**src/rtl/logic_issue_stage.sv**
```systemverilog
// logic_issue_stage: decodes MIPS logical instructions, resolves operands via
// EX/MEM forwarding, detects load-use hazards and registers the ID/EX bundle
// consumed by the EX-stage logic ALU.
module logic_issue_stage #(
    parameter int          OP_W        = 8,
    parameter logic [3:0]  LOGIC_CLASS = 4'b0001,
    parameter int          REG_AW      = 5
) (
    input  logic              clk,
    input  logic              rst,
    input  logic              inst_valid,
    input  logic [31:0]       inst,
    input  logic              stall_i,
    input  logic              flush_i,
    output logic [REG_AW-1:0] rf_raddr1,
    output logic [REG_AW-1:0] rf_raddr2,
    input  logic [31:0]       rf_rdata1,
    input  logic [31:0]       rf_rdata2,
    input  logic              ex_wen,
    input  logic [REG_AW-1:0] ex_waddr,
    input  logic [31:0]       ex_wdata,
    input  logic              ex_is_load,
    input  logic              mem_wen,
    input  logic [REG_AW-1:0] mem_waddr,
    input  logic [31:0]       mem_wdata,
    output logic              stall_req,
    output logic              illegal,
    output logic              aluEnable,
    output logic [OP_W-1:0]   op,
    output logic [31:0]       srcl,
    output logic [31:0]       srcr,
    output logic              wen,
    output logic [REG_AW-1:0] waddr
);

    localparam logic [3:0] OP_AND = 4'd0;
    localparam logic [3:0] OP_OR  = 4'd1;
    localparam logic [3:0] OP_XOR = 4'd2;
    localparam logic [3:0] OP_NOR = 4'd3;
    localparam logic [3:0] OP_LUI = 4'd4;

    // Register 0 is hard-wired to zero and never forwarded; EX beats MEM.
    function automatic logic [31:0] resolve_operand(
        input logic [REG_AW-1:0] r,
        input logic [31:0]       rf_data,
        input logic              exw,
        input logic [REG_AW-1:0] exa,
        input logic [31:0]       exd,
        input logic              memw,
        input logic [REG_AW-1:0] mema,
        input logic [31:0]       memd
    );
        logic [31:0] v;
        if (r == {REG_AW{1'b0}}) begin
            v = 32'd0;
        end else if (exw && (exa == r)) begin
            v = exd;
        end else if (memw && (mema == r)) begin
            v = memd;
        end else begin
            v = rf_data;
        end
        return v;
    endfunction

    logic [5:0]        opcode_s;
    logic [5:0]        funct_s;
    logic [REG_AW-1:0] rs_s;
    logic [REG_AW-1:0] rt_s;
    logic [REG_AW-1:0] rd_s;
    logic [15:0]       imm_s;

    logic              legal_s;
    logic              use_rs_s;
    logic              use_rt_s;
    logic              imm_sel_s;
    logic [3:0]        code_s;
    logic [REG_AW-1:0] dest_s;
    logic [31:0]       srcl_s;
    logic [31:0]       srcr_s;
    logic              hazard_s;

    logic              alu_en_r;
    logic [OP_W-1:0]   op_r;
    logic [31:0]       srcl_r;
    logic [31:0]       srcr_r;
    logic              wen_r;
    logic [REG_AW-1:0] waddr_r;
    logic              illegal_r;

    assign opcode_s = inst[31:26];
    assign rs_s     = inst[25:21];
    assign rt_s     = inst[20:16];
    assign rd_s     = inst[15:11];
    assign funct_s  = inst[5:0];
    assign imm_s    = inst[15:0];

    // Register-file addresses come straight from the rs/rt fields.
    assign rf_raddr1 = rs_s;
    assign rf_raddr2 = rt_s;

    // Instruction decode: legality, concrete op, used sources and destination.
    always_comb begin
        legal_s   = 1'b0;
        use_rs_s  = 1'b0;
        use_rt_s  = 1'b0;
        imm_sel_s = 1'b0;
        code_s    = OP_AND;
        dest_s    = {REG_AW{1'b0}};
        case (opcode_s)
            6'h00: begin
                case (funct_s)
                    6'h24: begin legal_s = 1'b1; code_s = OP_AND; end
                    6'h25: begin legal_s = 1'b1; code_s = OP_OR;  end
                    6'h26: begin legal_s = 1'b1; code_s = OP_XOR; end
                    6'h27: begin legal_s = 1'b1; code_s = OP_NOR; end
                    default: begin legal_s = 1'b0; code_s = OP_AND; end
                endcase
                use_rs_s = legal_s;
                use_rt_s = legal_s;
                dest_s   = rd_s;
            end
            6'h0C: begin legal_s = 1'b1; code_s = OP_AND; use_rs_s = 1'b1; imm_sel_s = 1'b1; dest_s = rt_s; end
            6'h0D: begin legal_s = 1'b1; code_s = OP_OR;  use_rs_s = 1'b1; imm_sel_s = 1'b1; dest_s = rt_s; end
            6'h0E: begin legal_s = 1'b1; code_s = OP_XOR; use_rs_s = 1'b1; imm_sel_s = 1'b1; dest_s = rt_s; end
            6'h0F: begin legal_s = 1'b1; code_s = OP_LUI; imm_sel_s = 1'b1; dest_s = rt_s; end
            default: begin
                legal_s   = 1'b0;
                imm_sel_s = 1'b0;
            end
        endcase
    end

    // Operand selection; unused sources read as zero.
    always_comb begin
        srcl_s = 32'd0;
        srcr_s = 32'd0;
        if (use_rs_s) begin
            srcl_s = resolve_operand(rs_s, rf_rdata1, ex_wen, ex_waddr, ex_wdata,
                                     mem_wen, mem_waddr, mem_wdata);
        end else begin
            srcl_s = 32'd0;
        end
        if (imm_sel_s) begin
            srcr_s = {16'd0, imm_s};
        end else if (use_rt_s) begin
            srcr_s = resolve_operand(rt_s, rf_rdata2, ex_wen, ex_waddr, ex_wdata,
                                     mem_wen, mem_waddr, mem_wdata);
        end else begin
            srcr_s = 32'd0;
        end
    end

    // Load-use hazard: an in-flight load targets a source this instruction reads.
    always_comb begin
        hazard_s = 1'b0;
        if (inst_valid && ex_is_load && ex_wen && (ex_waddr != {REG_AW{1'b0}})) begin
            hazard_s = (use_rs_s && (ex_waddr == rs_s)) ||
                       (use_rt_s && (ex_waddr == rt_s));
        end else begin
            hazard_s = 1'b0;
        end
    end

    assign stall_req = hazard_s;

    // ID/EX register: flush beats stall, stall holds, otherwise bubble or issue.
    always_ff @(posedge clk or posedge rst) begin
        if (rst) begin
            alu_en_r  <= 1'b0;
            op_r      <= {OP_W{1'b0}};
            srcl_r    <= 32'd0;
            srcr_r    <= 32'd0;
            wen_r     <= 1'b0;
            waddr_r   <= {REG_AW{1'b0}};
            illegal_r <= 1'b0;
        end else if (flush_i) begin
            alu_en_r  <= 1'b0;
            op_r      <= {OP_W{1'b0}};
            srcl_r    <= 32'd0;
            srcr_r    <= 32'd0;
            wen_r     <= 1'b0;
            waddr_r   <= {REG_AW{1'b0}};
            illegal_r <= 1'b0;
        end else if (stall_i) begin
            illegal_r <= 1'b0;
        end else if (hazard_s || !inst_valid || !legal_s) begin
            alu_en_r  <= 1'b0;
            op_r      <= {OP_W{1'b0}};
            srcl_r    <= 32'd0;
            srcr_r    <= 32'd0;
            wen_r     <= 1'b0;
            waddr_r   <= {REG_AW{1'b0}};
            illegal_r <= inst_valid && !legal_s;
        end else begin
            alu_en_r  <= 1'b1;
            op_r      <= OP_W'({LOGIC_CLASS, code_s});
            srcl_r    <= srcl_s;
            srcr_r    <= srcr_s;
            wen_r     <= 1'b1;
            waddr_r   <= dest_s;
            illegal_r <= 1'b0;
        end
    end

    assign aluEnable = alu_en_r;
    assign op        = op_r;
    assign srcl      = srcl_r;
    assign srcr      = srcr_r;
    assign wen       = wen_r;
    assign waddr     = waddr_r;
    assign illegal   = illegal_r;

endmodule

```
**config.mk**
```make
export PLATFORM = sky130hd
export DESIGN_NAME = logic_issue_stage
export DESIGN_NICKNAME = d
export VERILOG_FILES = /design/src/rtl/logic_issue_stage.sv
export SDC_FILE = /design/constraint.sdc
export NUM_CORES = 1
export LEC_CHECK = 0
export BUFFER_PORTS_ARGS = -buffer_cell sky130_fd_sc_hd__buf_2
export CAP_MARGIN = 20
export CORE_AREA = 2 2 105 107
export CTS_BUF_LIST = sky130_fd_sc_hd__clkbuf_4 sky130_fd_sc_hd__clkbuf_8
export DETAILED_ROUTE_END_ITERATION = 8
export DIE_AREA = 0 0 107 109
export PLACE_DENSITY = 0.87
export SLEW_MARGIN = 20
export SYNTH_ARGS = -nofsm -noshare
export SYNTH_HDL_FRONTEND = slang
export SYNTH_SLANG_ARGS = --single-unit
```
**constraint.sdc**
```tcl
create_clock -name clk -period 2.4 [get_ports clk]
set_input_delay 0.24 -clock clk [delete_from_list [all_inputs] [get_ports clk]]
set_output_delay 0.24 -clock clk [all_outputs]
set_load 0.01 [all_outputs]
```
# Word level (Yosys, flattened, before mapping)
# Index checks and enable logic that the tools add are counted.
# totals
ff_bits	79
input_bits	178
output_inout_bits	91
word_cells	77
# classes
eq_ne	13
mux	36
n_reduce_logical	22
# ops
cell	n
$mux W32	15
$eq A6 B4 Y1 const B	4
$eq A6 B6 Y1 const B	4
$eq A5 B5 Y1	4
$mux W5	4
$mux W8	2
$pmux W3 S4	1
$logic_and A1 B1 Y1	10
$logic_not A5 Y1	2
$mux W1	10
$pmux W5 S2	1
$reduce_or A4 Y1	2
$logic_not A6 Y1	1
$pmux W2 S3	1
$reduce_bool A5 Y1	1
$pmux W1 S2	2
$logic_or A1 B1 Y1	3
$reduce_or A3 Y1	1
$logic_not A1 Y1	2
$ne A2 B1 Y1 const B	1

# Logic depth before layout (Yosys ltp)
# logic_depth
depth_word	12
depth_mapped	8

# Least setup slack after synthesis
# OpenSTA, ideal clock, no wires.
# synth_timing
path_kind	input port to flip-flop
start	in inst[31]
end	reg srcr_r[14] (netlist: srcr[14])
t_arrival_ps	2145
t_required_ps	2271
slack_ps	126
cell_stages	7
n_path_buf	1
cell_sequence	or4_4 > nor4_4 > nand3_2 > a211oi_4 > nand2b_2 > buf_4 > a22oi_1
# synth_via
elab_chain_len	11
# synth_lines
element	line_no	text
start: declaration	12	input logic [31:0] inst,
$eq A6 B4 Y1	110	case (opcode_s)
$reduce_or A3 Y1 (no source line)	-	
$pmux W1 S2	110	
$logic_and A1 B1 Y1	158	hazard_s = (use_rs_s && (ex_waddr == rs_s)) ||
$logic_or A1 B1 Y1 *	158	
$mux W1 *	157	if (inst_valid && ex_is_load && ex_wen && (ex_waddr != {REG_AW{1'b0}})) begin
via stall_req	26	output logic stall_req,
$logic_or A1 B1 Y1 * (2 in a row)	187	end else if (hazard_s || !inst_valid || !legal_s) begin
$mux W32 *	187	
$mux W32 *	185	end else if (stall_i) begin
$mux W32 *	177	end else if (flush_i) begin
end signal: assignment	199	srcr_r <= srcr_s;
end: declaration	86	logic [31:0] srcr_r;
# Mark *: on every way through the listed nets, which the timed path passes. The rest lies on a longest branch. The select of a mux whose other input is x is not followed.
# A chain may end at the register's enable or synchronous reset.

# Worst setup path in the final report
# layout_timing
start	in inst[31]
end	out stall_req
# layout_via
elab_chain_len	6
# layout_lines
element	line_no
$eq A6 B4 Y1	110
$reduce_or A3 Y1 (no source line)	-
$pmux W1 S2	110
$logic_and A1 B1 Y1	158
$logic_or A1 B1 Y1 *	158
$mux W1 *	157
end: declaration	26
# Every way passes the cells marked *; elsewhere a longest branch is shown, timed or not.

==> results.yml <==
setup_path:
  critPathCaptureType: "output port"
  setup.worst_path.start_class: "primary input"
  critPathArrivalTime_ns: 1.95
  worstSetupPathType: "in2out"
  cp.required_ns: 2.16
  cp_max_fo: 7
timing:
  clock.fmax_mhz: 456
  timing.setup.tns_ns: 0
  min_period_over_period: 0.914
  fin_worst_skew_ns: 0
  finalSetupViolCount: 0
  final.min_clock_period_ns: 2.19
  rsz0062_at_grt: "no"
  worst_slew_pin_slew_ns: 0.611
  relSlewSlack: 0.590
  drv_slew: 0
  worst_slack_ns: 0.207
  hold_viol_final: 0
global_routing:
  globalRouteOverflowTotal: 0
  grt_pass1_vias: 4865
  antenna_found_initial: 3
  grt_usage: 0.276
  grt_start_max_net_pins: 65
  grt_pass1_wl_mm: 25.1
pwr:
  swShare: 0.271
  switchingPower_uw: 718
  combPwrFrac: 0.170
  power_per_cell_area_mw_per_mm2: 417
  leakage_uw: 0.00338
  ir_drop_v: 0.000269
  intPower_uw: 1930
  p_seq_frac: 0.471
  pwr-share-clk: 0.359
hold_path:
  hold_path.class: "in2reg"
cells_and_area:
  layout-drive-gt1-share: 0.415
  postLayoutCoreUtil: 0.598
  nFillCells: 969
  regArea_mm2: 0.00185
  area_growth_pct: 35.0
  nNetsFinal: 960
  multi_input_area_mm2: 0.00258
  fin_cells: 929
clocking:
  cts_max_level: 3
  cts_setup_buffers: 0
  cts-root-buf: "clkbuf_8"
  cts_tree: "done"
  cts_sinks: 74
  clock_tree.buffer_depth: 2
  cts_buffers: 9
  insertion_delay_ns: 0.33
  clk_pin_slew_worst_paths_ns: 0.08
yosys:
  yosys_register_bits: 74
  yosys-top-cells-area: "dfrtp_1 (39%), nand2_1 (8.9%), a22o_1 (6.0%)"
  seq_area_frac_synth: 0.394
  avgSynthCellArea_um2: 8.69
  ys_dominant_reg_cell: "dfrtp_1"
  yosys_warnings: 0
  synth_edf_count: 0
  synthTopCellsByCount: "nand2_1 (112), dfrtp_1 (74), nor2_1 (55)"
  synth_most_common_cell: "nand2_1"
  synth_area_leader_cell: "dfrtp_1"
  synth_top_area_frac: 0.394
  synth.cell_area_mm2: 0.00470
  netlist_instances: 541
  async_reset_ff_frac: 1.00
  synthDistinctLibCells: 42
floorplanning:
  num_rows: 38
  ioPinCount: 269
  die_w_um: 107
  initial_core_util: 0.443
  coreArea_mm2: 0.0106
  die_area_mm2: 0.0117
  die_y_um: 109
placement:
  dp_cells: 910
  dpl.hpwl_mm: 12.6
  portBuffers: 264
  gp_congestion: 0.879
  pre_cts_ws_ns: 0.0230
route:
  viasPerCell: 5.57
  wire_per_inst_um: 17.8
  firstDrtPassIters: 5
  drc: 0
  vias: 5174
  drtAntennaViolNets: 0
  drtIter0Drc: 442
  wirelength_mm: 16.6
outcome:
  status: "finished clean"
run:
  drv_cap: 0
## cell families (layout without fill, tap and decap cells)
| kind of cell | Yosys count | in the layout | synth area share |
|---|---|---|---|
| XOR/XNOR | 20 | 20 | 0.0373 |
| AND/OR/NAND/NOR | 194 | 194 | 0.180 |
| AO/OA/AOI/OAI | 164 | 164 | 0.251 |
| flip-flops | 74 | 74 | 0.394 |
| multiplexers | 32 | 32 | 0.0724 |
| buffers and inverters | 56 | 298 | 0.0647 |
| other | 1 | 7 | 0.000798 |
## critical path, cell delays in order
cell,delay (ns)
buf_2,0.11
or4_4,0.55
nor4_4,0.21
buf_4,0.19
nand3_2,0.09
a211oi_4,0.35
buf_2,0.22
## state kept, by name, summed over array words and instances (netlist names)
register  count
waddr         5
op            4
illegal       1
srcr         32
srcl         32
## through the flow
stage	power, µW	hold slack, ns	instance area (µm²)
final	2650	0.185	6340
after global routing	2770	0.187	6340
after CTS	2660	0.166	6330
after detailed placement	1720	0.371	6130
after global placement	1710	0.364	6130
after floorplan	1480	0.376	4710
## cell usage in the layout (no fill, tap or decap), types with 9 or more instances in the layout
cell type / count
buf_2: 264
nand2_1: 112
dfrtp_1: 74
nor2_1: 55
a31oi_1: 32
a22o_1: 32
a22oi_1: 21
xor2_1: 17
mux2_2: 16
o22ai_1: 16
mux2i_1: 16
a211o_1: 16
a21boi_0: 16
o21ai_1: 13
o21ai_0: 11
buf_4: 11
clkbuf_8: 9
## repair_timing
| action | in CTS | in global routing |
|---|---|---|
| hold endpoints to repair | 5 | 0 |
| resized for setup | 0 | 0 |
| hold buffers | 1 | 0 |
## power groups by stage
stage | Combinational [µW] | Sequential [µW] | Clock, µW
finish | 449 | 1250 | 949
floorplan | 207 | 1270 | 0
detailed placement | 444 | 1270 | 0
global placement | 440 | 1270 | 0
global route | 492 | 1250 | 1030
CTS | 447 | 1250 | 970
## path summary, 6_finish.rpt
check | slack [ns] | startpoint | to | cells past startpoint
max | 0.21 | inst[31] | stall_req | 7
min | 0.19 | inst[26] | op[2]$_DFFE_PP0P_ | 3
max reg2reg | 1.53 | srcr[0]$_DFFE_PP0P_ | srcr[0]$_DFFE_PP0P_ | 3
min reg2reg | 0.48 | srcr[25]$_DFFE_PP0P_ | srcr[25]$_DFFE_PP0P_ | 2
max in group asynchronous | 1.48 | rst | waddr[1]$_DFFE_PP0P_ | 4
min in group asynchronous | 0.52 | rst | srcl[11]$_DFFE_PP0P_ | 4
## area by class of cell
class	instances	area share
Multi-Input combinational cell	414	0.406
Sequential cell	74	0.292
Timing Repair Buffer	282	0.242
Tap cell	140	0.0276
Clock buffer	9	0.0195
Clock inverter	6	0.0107
Antenna cell	3	0.00118
Inverter	1	0.000789
## metal layers
metal	track usage	wire (µm)	vias up
met5	0	0	-
met1	0.360	6820	2469
met2	0.473	8130	265
li1	-	-	2417
met3	0.0460	1300	23
met4	0.0853	315	0
No activity file was read; power rests on OpenSTA's default activity.
